## src/rtl/ssdisp_pkg.sv

```systemverilog
// ---------------------------------------------------------------------------
// ssdisp_pkg
// Shared types and constants for the seven-segment decimal display block.
//   state_t     : conversion FSM states (IDLE, CONVERT, DONE)
//   SEG_*       : active-high segment codes, bit order g..a
//   bcd_digits(): decimal digits needed for a binary word of a given width
// ---------------------------------------------------------------------------
package ssdisp_pkg;

    typedef enum logic [1:0] {
        IDLE    = 2'd0,
        CONVERT = 2'd1,
        DONE    = 2'd2
    } state_t;

    localparam logic [6:0] SEG_0     = 7'h3F;
    localparam logic [6:0] SEG_1     = 7'h06;
    localparam logic [6:0] SEG_2     = 7'h5B;
    localparam logic [6:0] SEG_3     = 7'h4F;
    localparam logic [6:0] SEG_4     = 7'h66;
    localparam logic [6:0] SEG_5     = 7'h6D;
    localparam logic [6:0] SEG_6     = 7'h7D;
    localparam logic [6:0] SEG_7     = 7'h07;
    localparam logic [6:0] SEG_8     = 7'h7F;
    localparam logic [6:0] SEG_9     = 7'h6F;
    localparam logic [6:0] SEG_MINUS = 7'h40;
    localparam logic [6:0] SEG_BLANK = 7'h00;

    // ceil(width * log10(2)), using log10(2) ~= 0.30103 in fixed point.
    function automatic int bcd_digits(input int width);
        return (width * 30103 + 99999) / 100000;
    endfunction

endpackage

```

## src/rtl/bcd_to_7seg.sv

```systemverilog
// ---------------------------------------------------------------------------
// bcd_to_7seg
// Combinational decoder from one BCD nibble to a seven-segment code.
//   bcd : 4-bit BCD digit (10..15 decode to blank)
//   seg : segment code, bits 6:0 = g..a, active high
// ---------------------------------------------------------------------------
module bcd_to_7seg
    import ssdisp_pkg::*;
(
    input  logic [3:0] bcd,
    output logic [6:0] seg
);

    always_comb begin
        // NOTE: default assigned first so every path drives seg; no latch.
        seg = SEG_BLANK;
        case (bcd)
            4'd0:    seg = SEG_0;
            4'd1:    seg = SEG_1;
            4'd2:    seg = SEG_2;
            4'd3:    seg = SEG_3;
            4'd4:    seg = SEG_4;
            4'd5:    seg = SEG_5;
            4'd6:    seg = SEG_6;
            4'd7:    seg = SEG_7;
            4'd8:    seg = SEG_8;
            4'd9:    seg = SEG_9;
            default: seg = SEG_BLANK;
        endcase
    end

endmodule

```

## src/rtl/ssdata_decimal_display.sv

```systemverilog
// ---------------------------------------------------------------------------
// ssdata_decimal_display
// Shows the core's seven-segment data word in decimal. A sequential
// double-dabble engine (one bit per clock) runs only when the word or the
// display modes change, so the digits stay steady between core writes.
//   clk       : system clock
//   rst       : asynchronous, active-high reset
//   value     : word to display, sampled only in IDLE
//   signed_en : 1 = two's complement, 0 = unsigned
//   blank_lz  : 1 = suppress leading zeros
//   seg       : digit i = seg[8i+7:8i]; bit7 = dp, bits6:0 = g..a; digit 0 rightmost
//   busy      : high while converting (CONVERT and DONE)
//   updated   : one-cycle pulse on the edge seg is loaded
//   overflow  : value (with its sign) needs more than DIGITS digits
// ---------------------------------------------------------------------------
module ssdata_decimal_display
    import ssdisp_pkg::*;
#(
    parameter int WIDTH  = 32,
    parameter int DIGITS = 8
) (
    input  logic                clk,
    input  logic                rst,
    input  logic [WIDTH-1:0]    value,
    input  logic                signed_en,
    input  logic                blank_lz,
    output logic [DIGITS*8-1:0] seg,
    output logic                busy,
    output logic                updated,
    output logic                overflow
);

    // Engine never holds fewer nibbles than there are physical digits.
    localparam int BCD_MIN = bcd_digits(WIDTH);
    localparam int BCD_N   = (BCD_MIN > DIGITS) ? BCD_MIN : DIGITS;
    localparam int CNT_W   = (WIDTH > 1) ? $clog2(WIDTH) : 1;

    state_t               state, state_next;
    logic [WIDTH-1:0]     last_value;
    logic                 last_signed;
    logic                 last_blank;
    logic                 force_conv;
    logic                 neg;
    logic [WIDTH-1:0]     mag;
    logic [4*BCD_N-1:0]   bcd, bcd_adj;
    logic [CNT_W-1:0]     cnt;
    logic                 change_seen;

    logic [6:0]           dig_code [DIGITS];
    logic [DIGITS*8-1:0]  seg_next;
    logic                 ovf_next;
    logic                 high_nz;
    logic [7:0]           digit;
    int                   sig_digits;

    assign busy = (state != IDLE);

    assign change_seen = force_conv | (value != last_value)
                       | (signed_en != last_signed) | (blank_lz != last_blank);

    // ---------------- FSM ----------------
    always_ff @(posedge clk or posedge rst) begin
        if (rst) state <= IDLE;
        else     state <= state_next;
    end

    always_comb begin
        state_next = state;
        case (state)
            IDLE:    if (change_seen) state_next = CONVERT;
            CONVERT: if (cnt == CNT_W'(WIDTH - 1)) state_next = DONE;
            DONE:    state_next = IDLE;
            default: state_next = IDLE;
        endcase
    end

    // ---------------- double-dabble add-3 step ----------------
    always_comb begin
        bcd_adj = bcd;
        for (int i = 0; i < BCD_N; i++)
            if (bcd[4*i +: 4] >= 4'd5)
                bcd_adj[4*i +: 4] = bcd[4*i +: 4] + 4'd3;
    end

    // ---------------- digit decoders ----------------
    for (genvar g = 0; g < DIGITS; g++) begin : g_dec
        bcd_to_7seg u_dec (
            .bcd (bcd[4*g +: 4]),
            .seg (dig_code[g])
        );
    end

    // ---------------- sign, blanking and overflow ----------------
    always_comb begin
        sig_digits = 1;
        for (int i = 0; i < BCD_N; i++)
            if (bcd[4*i +: 4] != 4'd0) sig_digits = i + 1;

        high_nz = 1'b0;
        for (int i = DIGITS; i < BCD_N; i++)
            high_nz = high_nz | (bcd[4*i +: 4] != 4'd0);

        // A negative number with DIGITS significant digits leaves no room for the minus.
        ovf_next = high_nz | (neg & (sig_digits == DIGITS));

        seg_next = '0;
        digit    = '0;
        for (int i = 0; i < DIGITS; i++) begin
            digit = {1'b0, dig_code[i]};
            if (ovf_next) begin
                // Truncated display: dp on the leftmost digit flags it.
                if (i == DIGITS - 1)
                    digit = {1'b1, (neg ? SEG_MINUS : dig_code[i])};
            end else if (last_blank) begin
                if (i >= sig_digits)
                    digit = (neg && i == sig_digits) ? {1'b0, SEG_MINUS} : 8'h00;
            end else if (neg && i == DIGITS - 1) begin
                digit = {1'b0, SEG_MINUS};
            end
            seg_next[8*i +: 8] = digit;
        end
    end

    // ---------------- datapath ----------------
    // NOTE: every register here is a handful of flops, not a memory, so all of
    // them take the async reset; force_conv=1 makes the first edge convert.
    always_ff @(posedge clk or posedge rst) begin
        if (rst) begin
            last_value  <= '0;
            last_signed <= 1'b0;
            last_blank  <= 1'b0;
            force_conv  <= 1'b1;
            neg         <= 1'b0;
            mag         <= '0;
            bcd         <= '0;
            cnt         <= '0;
            seg         <= '0;
            updated     <= 1'b0;
            overflow    <= 1'b0;
        end else begin
            // NOTE: non-blocking everywhere so all state updates see pre-edge values.
            updated <= 1'b0;
            case (state)
                IDLE: begin
                    if (change_seen) begin
                        last_value  <= value;
                        last_signed <= signed_en;
                        last_blank  <= blank_lz;
                        force_conv  <= 1'b0;
                        neg         <= signed_en & value[WIDTH-1];
                        // Negating the most negative value wraps to its magnitude.
                        mag         <= (signed_en & value[WIDTH-1]) ? (~value + WIDTH'(1)) : value;
                        bcd         <= '0;
                        cnt         <= '0;
                    end
                end
                CONVERT: begin
                    {bcd, mag} <= {bcd_adj[4*BCD_N-2:0], mag, 1'b0};
                    cnt        <= cnt + CNT_W'(1);
                end
                DONE: begin
                    seg      <= seg_next;
                    updated  <= 1'b1;
                    overflow <= ovf_next;
                end
                default: ;
            endcase
        end
    end

endmodule

```

## config.mk

```make
export PLATFORM = sky130hd
export DESIGN_NAME = ssdata_decimal_display
export DESIGN_NICKNAME = d
export VERILOG_FILES = /design/src/rtl/ssdisp_pkg.sv /design/src/rtl/bcd_to_7seg.sv /design/src/rtl/ssdata_decimal_display.sv
export SDC_FILE = /design/constraint.sdc
export NUM_CORES = 1
export LEC_CHECK = 0
export ABC_CLOCK_PERIOD_IN_PS = 6000
export CORE_MARGIN = 2
export CORE_UTILIZATION = 55
export CTS_CLUSTER_DIAMETER = 30
export DETAILED_ROUTE_END_ITERATION = 12
export PLACE_DENSITY = 0.76
export SYNTH_ARGS = -nofsm -noshare
export SYNTH_HDL_FRONTEND = slang
export SYNTH_HIERARCHICAL = 1
export SYNTH_SLANG_ARGS = --single-unit
export TNS_END_PERCENT = 30
```

## constraint.sdc

```tcl
create_clock -name clk -period 6 [get_ports clk]
set_input_delay 0.6 -clock clk [delete_from_list [all_inputs] [get_ports clk]]
set_output_delay 0.6 -clock clk [all_outputs]
set_load 0.02 [all_outputs]
```

Word level (Yosys, flattened, before mapping). Memory sizes are Yosys's and may differ from the RTL's. Index checks and enable logic that the tools add are counted.

Output and inout bits: 67. Logic and storage cells: 162. Bits in registers: 181. Memories kept: 8. Bits in read-only memories: 896. Input bits: 36.

Memory list: (name not given) (depth 16, width 7, read ports 1, clocked after Yosys merged registers in 0, write ports 0, RTL line bcd_to_7seg.sv:17) `case (bcd)`; (name not given) (depth 16, width 7, read ports 1, clocked after Yosys merged registers in 0, write ports 0, RTL line bcd_to_7seg.sv:17); (name not given) (depth 16, width 7, read ports 1, clocked after Yosys merged registers in 0, write ports 0, RTL line bcd_to_7seg.sv:17); (name not given) (depth 16, width 7, read ports 1, clocked after Yosys merged registers in 0, write ports 0, RTL line bcd_to_7seg.sv:17); (name not given) (depth 16, width 7, read ports 1, clocked after Yosys merged registers in 0, write ports 0, RTL line bcd_to_7seg.sv:17); (name not given) (depth 16, width 7, read ports 1, clocked after Yosys merged registers in 0, write ports 0, RTL line bcd_to_7seg.sv:17); +2 memories.

$add $sub $neg: 12. Bitwise gates (word level): 8. Eq/ne operators: 16. Order comparisons: 18. Reductions and logical operators: 24. Muxes and demuxes: 64.

Operators by type and width (count): $mux 32 (10); $mux 7 (32); $eq 4x32->1 const A (4); $ge 4x32->1 const A (4); $pmux 40 s2 (1); $eq 3x32->1 const A (2); $ge 3x32->1 const A (2); $pmux 32 s2 (1); $ge 4x3->1 const B (10); $mux 40 (1); $add 4x2->4 const B (9); $mux 4 (9); $reduce_bool 4->1 (9); $add 32x1->32 const B (1); $eq 2x32->1 const A (1); $eq 32x5->1 const B (1); $ge 1x32->1 const A (1); $ge 2x32->1 const A (1); $logic_not 32->1 (1); $ne 32x32->1 (1); $not 32->32 (1); $mux 8 (2); $pmux 5 s2 (1); $logic_and 1x1->1 (8); 17 further kinds (29).

Logic depth before layout (Yosys ltp).
Depth in word-level cells: 16. Mapped depth: 9. Mapped depth without buffers: 8.

Hierarchy. The synthesis kept the hierarchy.

Modules (own cells, without submodules): ssdata_decimal_display (instances 1, cells an instance 946, seq. area each 4330.4 um2, area each 9266.4 um2); bcd_to_7seg at g_dec[0].u_dec ... (instances 5, cells an instance 28, seq. area each 0.0 um2, area each 219.0 um2); bcd_to_7seg at g_dec[6].u_dec ... (instances 2, cells an instance 26, seq. area each 0.0 um2, area each 201.4 um2); bcd_to_7seg at g_dec[5].u_dec (instances 1, cells an instance 28, seq. area each 0.0 um2, area each 220.2 um2).

Worst setup path before layout. OpenSTA, ideal clock, no wires.

Path type: input to register. Start: input value[2]. End: register last_value[19]. Arrival: 2.356 ns. Setup time: 0.125 ns. Path buffers: 3. Stages: 8. Data required time: 5.875 ns. Path slack: 3.519 ns. Cell sequence: buf_2 > xor2_1 > nor4_2 > nand4_2 > o31a_1 > buf_6 > buf_6 > mux2_4.

Word-level cells in the longest chain between the ends: 5.

Ends and longest elaborated chain: from (decl) (RTL line ssdata_decimal_display.sv:24) `input logic [WIDTH-1:0] value,`; $ne 32x32->1 (RTL line ssdata_decimal_display.sv:58) `assign change_seen = force_conv | (value != last_value)`; $or 1x1->1 (RTL line ssdata_decimal_display.sv:58); $or 1x1->1 (2 in a row) (RTL line ssdata_decimal_display.sv:59) `| (signed_en != last_signed) | (blank_lz != last_blank);`; $reduce_and 2->1 (no line); to (signal assigned) (RTL line ssdata_decimal_display.sv:146) `last_value <= value;`; to (decl) (RTL line ssdata_decimal_display.sv:39) `logic [WIDTH-1:0] last_value;`.

No other way between the ends. A chain may end at the register's enable or synchronous reset.

Final worst setup path.
Start: register bcd[36]. End: register seg[22].

Word-level cells in the longest chain between the ends: 8. Elaborated cells on any way between the ends: 13. Classes of those cells: order compare (1); eq/ne (2); mux (5); bitwise (3); reduce/logical (2).

Ends and longest elaborated chain: from (decl) (RTL line ssdata_decimal_display.sv:45) `logic [4*BCD_N-1:0] bcd, bcd_adj;`; from (signal assigned) (RTL line ssdata_decimal_display.sv:158) `{bcd, mag} <= {bcd_adj[4*BCD_N-2:0], mag, 1'b0};`; $reduce_bool 4->1 (*) (RTL line ssdata_decimal_display.sv:97, ssdata_decimal_display.sv:101); parallel branches: the longest is 6 deep, another holds $ge 3x32->1; $mux 7 (*) (RTL line ssdata_decimal_display.sv:110) `if (ovf_next) begin`; to (signal assigned) (RTL line ssdata_decimal_display.sv:162) `seg <= seg_next;`; to (decl) (RTL line ssdata_decimal_display.sv:27) `output logic [DIGITS*8-1:0] seg,`.

Every way passes the cells marked *.

==> results.json <==
{
  "status": "completed",
  "dr_total_vias": 8754,
  "leakage_nw": 5.33,
  "utilization": 0.641,
  "min_period_ns": 3.46,
  "die_area_mm2": 0.0211,
  "insertion_delay_ns": 0.43,
  "worstSetupStartpoint": "bcd[36]",
  "die_x_um": 145,
  "area_growth_pct": 13.9,
  "grt_max_degree": 64,
  "vias_per_cell": 5.82,
  "grt_pass1_wl_um": 42700,
  "criticalPathCategory": "flip-flop to flip-flop",
  "firstDrtPassIters": 5,
  "syn_area_per_cell_um2": 9.42,
  "drv_cap": 0,
  "core-area_mm2": 0.0195,
  "cts_buffer_depth": 2,
  "r2r-start": "bcd[36]",
  "yosysWarningCount": 6,
  "slew_headroom": 0.303,
  "crit_chain": "inv_1 > ha_1 > nor3b_1 > nand4_1 > nor2_1 > a21oi_1 > a221o_1",
  "finalSetupViolCount": 0,
  "postRouteAntennaNets": 0,
  "numCtsBuffers": 17,
  "grt_usage": 0.244,
  "dp.cells": 1472,
  "io_buffers": 95,
  "synth_top_area_share": 0.392,
  "final-max-slew-violation-count": 0,
  "grt-ovfl-total": 0,
  "layout_common_cells": "dfrtp_1, nand2_1, clkdlybuf4s50_1",
  "num_antenna_cells": 0,
  "hold_start": "seg[59]",
  "synthesis.area_mm2": 0.0110,
  "drt-wirelength-per-cell_um": 16.8,
  "layout-drive-gt1-share": 0.0953,
  "min_period_over_period": 0.576,
  "synthTopCellsByArea": "dfrtp_1, ha_1, nand2_1",
  "worstPathRequired_ns": 6.32,
  "finalHoldViolCount": 0,
  "ios": 103,
  "synth_seq_cells": 173,
  "drc_errors": 0,
  "fin_tns_setup_ns": 0,
  "fin_nets": 1337,
  "critPathCaptureType": "flip-flop",
  "worst_slack_ns": 2.54,
  "finalPower_w": 0.00406,
  "dpl.hpwl_um": 17400,
  "synth_cells": 1166,
  "fp.dieH_um": 145,
  "cts_sinks": 173,
  "ir_drop_mv": 0.203,
  "fmaxAchievable_mhz": 289,
  "max_stage_delay_ns": 0.76,
  "seq_area_frac_synth": 0.394,
  "ctsResizeCount": 0,
  "final_common_cell": "dfrtp_1",
  "slowest_stage": "nor3b_1",
  "first_global_vias": 8532,
  "ys_types": 76,
  "worstPathMaxFanout": 12,
  "start_util": 0.563,
  "drt_iter0_markers": 698,
  "antenna_found_initial": 0,
  "synthArstFlopShare": 1.00,
  "h-tree-depth": 4,
  "p_per_area_mw_per_mm2": 325,
  "synth_top_area_cell": "dfrtp_1",
  "wl_um": 25300,
  "rows": 51,
  "dpl_worst_slack_ns": 2.48,
  "cts_hold_buf": 0,
  "cts_tree": "yes",
  "arrival_ns": 3.78,
  "clock_skew_ns": 0.00803,
  "gp_congestion": 0.933,
  "hold_class": "flip-flop to flip-flop",
  "cts_root_buffer": "clkbuf_16",
  "tightest_slew_ns": 1.04,
  "rsz0062_at_grt": "false",
  "clk_pin_slew_ns": 0.07,
  "synth_ff_type": "dfrtp_1",
  "synth-edff-count": 0,
  "post-cts-setup-buffers": 0,
  "layoutNonFillerInstCount": 1503,
  "start_kind": "flip-flop"
}
==> stage by stage <==
stage          hold slack, ns  area (um2)
3_3_place_gp            0.451       11900
2_1_floorplan           0.439       11000
4_1_cts                 0.477       12500
6_report                0.477       12500
3_5_place_dp            0.462       11900
5_1_grt                 0.504       12500
==> layout make-up <==
type                       instances  area (um2)
inverter                          74         283
clock inverter                    11         109
tap                              265         332
timing repair buffer             103        1010
fill                            1670        7010
clock buffer                      20         457
multi-input combinational        857        5990
sequential                       173        4330
==> Yosys cell counts, drive strengths merged, types with 10 or more instances <==
library cell	number
dfrtp	172
nand2	137
o22ai	81
ha	75
o21ai	73
inv	72
a21oi	69
nor2	52
xor2	51
buf	39
xnor2	36
a22o	29
clkbuf	29
nor3	29
mux2	28
nand3	24
nand2b	19
a31oi	16
nor3b	11
nor4	10
==> final timing paths <==
| path | to | slack [ns] | cells after the start |
|---|---|---|---|
| hold / removal | seg[59] | 0.48 | 2 |
| min in group asynchronous | last_value[25] | 0.62 | 2 |
| setup / recovery | seg[22] | 2.54 | 7 |
| hold reg to reg | seg[59] | 0.48 | 2 |
| max in group asynchronous | seg[57] | 4.19 | 3 |
| setup reg to reg | seg[22] | 2.54 | 7 |
==> logic make-up (layout without fill, tap and decap cells) <==
kind of cell    after synthesis  in the layout  share of synthesized area
xor+xnor                     87             87                     0.0694
simple gates                321            321                      0.149
other cells                   1              7                   0.000341
mux                          34             34                     0.0386
buf+inv                     142            208                     0.0630
fa+ha+maj                    75             75                     0.0854
compound gates              333            333                      0.200
flops                       173            173                      0.394
==> power by group <==
| group | switching (W) | internal (W) | total, W |
|---|---|---|---|
| clock | 0.000482 | 0.000596 | 0.00108 |
| sequential | 0.000223 | 0.00139 | 0.00161 |
| combinational | 0.000686 | 0.000682 | 0.00137 |
| total | 0.00139 | 0.00267 | 0.00406 |
==> per-layer routing <==
metal,up-vias,wire (um),track usage
li1,4251,-,-
met3,47,1090,0.0374
met4,0,613,0.0917
met5,-,0,0
met1,4220,11400,0.330
met2,236,12200,0.401
==> flip-flops by register name, summed over array words and instances, names as in the netlist <==
name and count:
seg 56, bcd 40, last_value 32, mag 32, cnt 5, state 2
force_conv 1, last_blank 1, last_signed 1, neg 1, overflow 1, updated 1
==> critical path: cells and delay by family (launching register included) <==
kind / cells / cell delay [ns]
compound gates: 2 / 0.74
buf+inv: 1 / 0.12
simple gates: 3 / 1.92
fa+ha+maj: 1 / 0.16
flops: 1 / 0.41
Note: power is estimated with default switching activity, not from simulation.
